## src/rtl/mem_request_unit.sv

```systemverilog
// mem_request_unit: serialises instruction fetches and data loads/stores onto one classic Wishbone bus.
// Define MEM_TIMEOUT_EN to abort bus cycles that see no bus_ack within TIMEOUT_CYCLES (sticky bus_err).
module mem_request_unit #(
    parameter int TIMEOUT_CYCLES = 255,
    parameter int TO_W           = 8
) (
    input  logic        clk,
    input  logic        rst,
    input  logic        i_req,
    input  logic [31:0] i_address,
    input  logic        d_read,
    input  logic        d_write,
    input  logic [31:0] d_address,
    input  logic [31:0] mem_store,
    input  logic [3:0]  d_sel,
    output logic [31:0] instruction,
    output logic [31:0] memload,
    output logic        i_ack,
    output logic        d_ack,
    output logic        bus_cyc,
    output logic        bus_stb,
    output logic        bus_we,
    output logic [31:0] bus_adr,
    output logic [31:0] bus_dat_o,
    output logic [3:0]  bus_sel,
    input  logic [31:0] bus_dat_i,
    input  logic        bus_ack,
    output logic        bus_err
);

    // state | meaning
    // IDLE  | no bus cycle; a data request wins over a fetch
    // DATA  | load/store bus cycle in progress
    // FETCH | instruction fetch bus cycle in progress
    // ACK   | ack pulse to the datapath; requests ignored
    typedef enum logic [1:0] {IDLE, DATA, FETCH, ACK} state_t;

    localparam logic [31:0] NOP = 32'h0000_0013;

    if (2**TO_W <= TIMEOUT_CYCLES) begin : g_to_w_check
        $error("TO_W is too narrow to count TIMEOUT_CYCLES");
    end

    state_t state, state_next;
    logic   start_data, start_fetch, bus_done, timed_out, busy;

    assign busy = (state == DATA) || (state == FETCH);

`ifdef MEM_TIMEOUT_EN
    logic [TO_W-1:0] to_cnt;

    // Down-counter loaded on entry; terminal count with no ack aborts the cycle.
    assign timed_out = busy && !bus_ack && (to_cnt == '0);

    always_ff @(posedge clk) begin
        if (rst) begin
            to_cnt  <= '0;
            bus_err <= 1'b0;
        end else begin
            if (start_data || start_fetch)
                to_cnt <= TO_W'(TIMEOUT_CYCLES - 1);
            else if (busy && (to_cnt != '0))
                to_cnt <= to_cnt - TO_W'(1);
            if (timed_out)
                bus_err <= 1'b1;
        end
    end
`else
    assign timed_out = 1'b0;
    assign bus_err   = 1'b0;
`endif

    always_comb begin
        state_next  = state;
        start_data  = 1'b0;
        start_fetch = 1'b0;
        bus_done    = 1'b0;
        case (state)
            IDLE: begin
                if (d_read || d_write) begin
                    start_data = 1'b1;
                    state_next = DATA;
                end else if (i_req) begin
                    start_fetch = 1'b1;
                    state_next  = FETCH;
                end
            end
            DATA, FETCH: begin
                if (bus_ack || timed_out) begin
                    bus_done   = 1'b1;
                    state_next = ACK;
                end
            end
            ACK:     state_next = IDLE;
            default: state_next = IDLE;
        endcase
    end

    always_ff @(posedge clk) begin
        if (rst) begin
            state       <= IDLE;
            instruction <= '0;
            memload     <= '0;
            i_ack       <= 1'b0;
            d_ack       <= 1'b0;
            bus_cyc     <= 1'b0;
            bus_stb     <= 1'b0;
            bus_we      <= 1'b0;
            bus_adr     <= '0;
            bus_dat_o   <= '0;
            bus_sel     <= '0;
        end else begin
            state <= state_next;
            i_ack <= 1'b0;
            d_ack <= 1'b0;
            if (start_data) begin
                bus_cyc   <= 1'b1;
                bus_stb   <= 1'b1;
                bus_we    <= d_write;
                bus_adr   <= {d_address[31:2], 2'b00};
                bus_dat_o <= mem_store;
                bus_sel   <= d_write ? d_sel : 4'hF;
            end else if (start_fetch) begin
                bus_cyc <= 1'b1;
                bus_stb <= 1'b1;
                bus_we  <= 1'b0;
                bus_adr <= {i_address[31:2], 2'b00};
                bus_sel <= 4'hF;
            end else if (bus_done) begin
                bus_cyc <= 1'b0;
                bus_stb <= 1'b0;
                if (state == DATA) begin
                    d_ack <= 1'b1;
                    if (!bus_we)
                        memload <= bus_ack ? bus_dat_i : 32'h0;
                end else begin
                    i_ack       <= 1'b1;
                    instruction <= bus_ack ? bus_dat_i : NOP;
                end
            end
        end
    end

endmodule

```

## config.mk

```make
export PLATFORM = sky130hd
export DESIGN_NAME = mem_request_unit
export DESIGN_NICKNAME = d
export VERILOG_FILES = /design/src/rtl/mem_request_unit.sv
export SDC_FILE = /design/constraint.sdc
export NUM_CORES = 1
export LEC_CHECK = 0
export ABC_AREA = 1
export CAP_MARGIN = 25
export CORE_MARGIN = 2
export CORE_UTILIZATION = 40
export DETAILED_ROUTE_END_ITERATION = 8
export GPL_TIMING_DRIVEN = 0
export PLACE_DENSITY = 0.89
export SYNTH_ARGS = -nofsm -noshare
export SYNTH_HDL_FRONTEND = slang
export SYNTH_SLANG_ARGS = --single-unit
```

## constraint.sdc

```tcl
create_clock -name clk -period 3.72 [get_ports clk]
set_clock_uncertainty 0.05 [all_clocks]
set_input_delay 0.93 -clock clk [delete_from_list [all_inputs] [get_ports clk]]
set_output_delay 0.93 -clock clk [all_outputs]
set_load 0.1 [all_outputs]
```

==> metrics.txt <==
Area Growth Syn to Fin=60.9%; via count=6258; adder-cell share of the synthesized area=0.429%; cell count after synthesis=867; wire per inst=13.8 um; area occupied by registers=0.00272 mm2; pin count of the biggest net entering global routing=17; CP arrival=2.04 ns; Avg Cell Area, Syn=6.73 um2; Power per Cell Area=1040 mW/mm2; die footprint=0.0156 mm2; Post-synth EDFFs=0; CP max-delay cell=clkdlybuf4s50_1; GRT Total Usage=23.8%; reg2reg start=state[0]$_SDFFE_PP0P_; fill count=1223; Final Setup Violations=0; status=finished clean; port bufs=267; dominant cell type by area after synthesis=dfxtp_1; ANT nets after route=0; crit-path max FO=3; startpoint types=flop; r2r worst-path depth=9; max frequency=331 MHz; RD Place Congestion=0.854; post-synth top area share=46.6%; LEAKAGE=0.00434 uW; Slew @ Worst Pin=1.05 ns; clock transition at the registers of the reported paths=0.05 ns; Core Util, Final=65.4%; Worst Setup Path Type=flop to primary output; setup TNS=0 ns; top layer in use=met4; Synth area leaders=dfxtp_1 47%, nor2_1 17%, nand2_1 15%; max incr delay on CP=1.12 ns; initial antenna violation count=0; H-Tree Depth=4; post-synth cell types=27; peak supply drop=0.607 mV; Worst setup EP type=primary output; largest family of logic cells by synthesized area=simple AND/OR/NAND/NOR gates; DR iter-0 viols=274; Post-DP HPWL=14.1 mm; count leader, synth=nor2_1; hold worst-path end=bus_dat_o[15]$_SDFFE_PP0P_; CTS tree=yes; post-route minimum period=3.02 ns; max-cap viol count=0; post_cts resized=0; unrepaired setup endpoints after global routing=false; Die W=125 um; R2R Path End=instruction[5]$_SDFFE_PP0P_; Synth top cells by count=270 x nor2_1, 237 x nand2_1, 136 x dfxtp_1; first-pass GRT wire length=29.6 mm; Cell Area, Synth=0.00584 mm2; Routed met1 length=7.47 mm; Post-CTS Hold Fix Bufs=0; Tcrit/Tclk final=81.2%; vias per cell=4.63; total gr overflow=0; vias in the first global route=6031; min-delay worst type=flop to flop; Hold Startpoint=bus_dat_o[15]$_SDFFE_PP0P_; # diodes=0; Core ar.=0.0144 mm2; multi-input logic area=0.00259 mm2; final cell count without fillers=1352; Detail Route met2 WL=9.00 mm; share of layout cells above drive strength 1=6.76%; final max-slew violation count=0; DR DRC count=0; post-synthesis xor/xnor area fraction=0%; router iterations before antenna repair=5; initial core utilization=40.6%; synth warn=0; Num CTS Buffers=17; WP data required=2.74 ns; clock buffer depth=2; I/O Pins=276; Simple-Gate Fraction of Synth Area=35.8%; setup bufs post-CTS=0; Root Buffer=clkbuf_16; FF+latch count, synth=136; worst hold path depth=2; Final Hold Vio Count=0; Die Height=125 um; row cnt=44; clock sinks=136; crit-path cells=buf_4 -> clkdlybuf4s50_1; register area share after synthesis=46.6%; Final nets=1295; async set-reset flop share out of synthesis=0%; post-synthesis mux area share=0%; R2R setup slack=1.90 ns; dpl cells=1320; DRT Wirelength=18.7 mm; ys flop type=dfxtp_1; Compound-Gate Fraction of Synth Area=7.85%; met3 WL=1.53 mm; Max-slew headroom=29.6%; Clock Latency Late Sink=0.41 ns
## cell type report
cell class | instances | share of cell area, %
multi-input combinational | 618 | 27.5
tap | 184 | 2.45
timing repair buffer | 267 | 28.5
inverter | 59 | 2.36
clock buffer | 25 | 5.38
clock inverter | 7 | 1.47
buffer | 56 | 3.34
sequential | 136 | 29.0
## cells in the final DEF (no fill, tap or decap), types with 11 or more instances in the layout
| cell type | instances |
|---|---|
| buf_2 | 20 |
| clkbuf_1 | 18 |
| clkbuf_16 | 17 |
| clkdlybuf4s50_1 | 267 |
| dfxtp_1 | 136 |
| inv_1 | 55 |
| nand2_1 | 237 |
| nand4_1 | 11 |
| nor2_1 | 270 |
| o21ai_0 | 68 |
| o21bai_1 | 12 |
## flip-flops by register name, summed over array words and instances (netlist names)
signal and count:
memload 32, i_ack 1, bus_sel 4, state 2, bus_dat_o 32, d_ack 1, bus_stb 1, bus_adr 30
bus_we 1, instruction 32
## metal layers
metal | vias to the layer above | track usage, %
met5 | - | 0
met3 | 52 | 7.56
met1 | 2747 | 26.8
met4 | 0 | 10.9
met2 | 256 | 41.0
li1 | 3203 | -
## how the worst max path moves through the flow
stage	slack [ns]	depth (start not counted)	startpoint	to
after global routing	0.64	2	bus_stb$_SDFFE_PP0P_	bus_stb
after CTS	0.68	2	bus_stb$_SDFFE_PP0P_	bus_stb
after global placement	0.88	6	rst	bus_adr[29]$_SDFFE_PP0P_
after floorplan	1.37	1	bus_stb$_SDFFE_PP0P_	bus_stb
after detailed placement	0.87	6	rst	bus_adr[28]$_SDFFE_PP0P_
final	0.70	2	bus_stb$_SDFFE_PP0P_	bus_stb
## through the flow
stage / setup WS, ns / hold WS (ns) / area, um2 / power (uW)
2_1_floorplan: 1.37 / 0.469 / 5840 / 6540
3_3_place_gp: 0.885 / 0.412 / 8750 / 7860
3_5_place_dp: 0.873 / 0.423 / 8750 / 7930
4_1_cts: 0.682 / 0.434 / 9390 / 9770
5_1_grt: 0.642 / 0.461 / 9390 / 10200
6_report: 0.699 / 0.431 / 9390 / 9740
## where the power goes
group          switching [uW]  leakage, uW  internal (uW)  total [uW]
clock                     610     0.000313           1210        1820
combinational            4420      0.00291           1400        5830
sequential                208      0.00112           1880        2090
## cells by family after synthesis
family,count (synthesis)
flops,136
compound gates,83
buf+inv,115
fa+ha+maj,2
other cells,1
simple gates,530
## critical path: cells and delay by family, from the launching register on
family,cells,cell delay [ns]
buffers and inverters,2,1.25
DFF,1,0.38
Note: power is estimated with default switching activity, not from simulation.
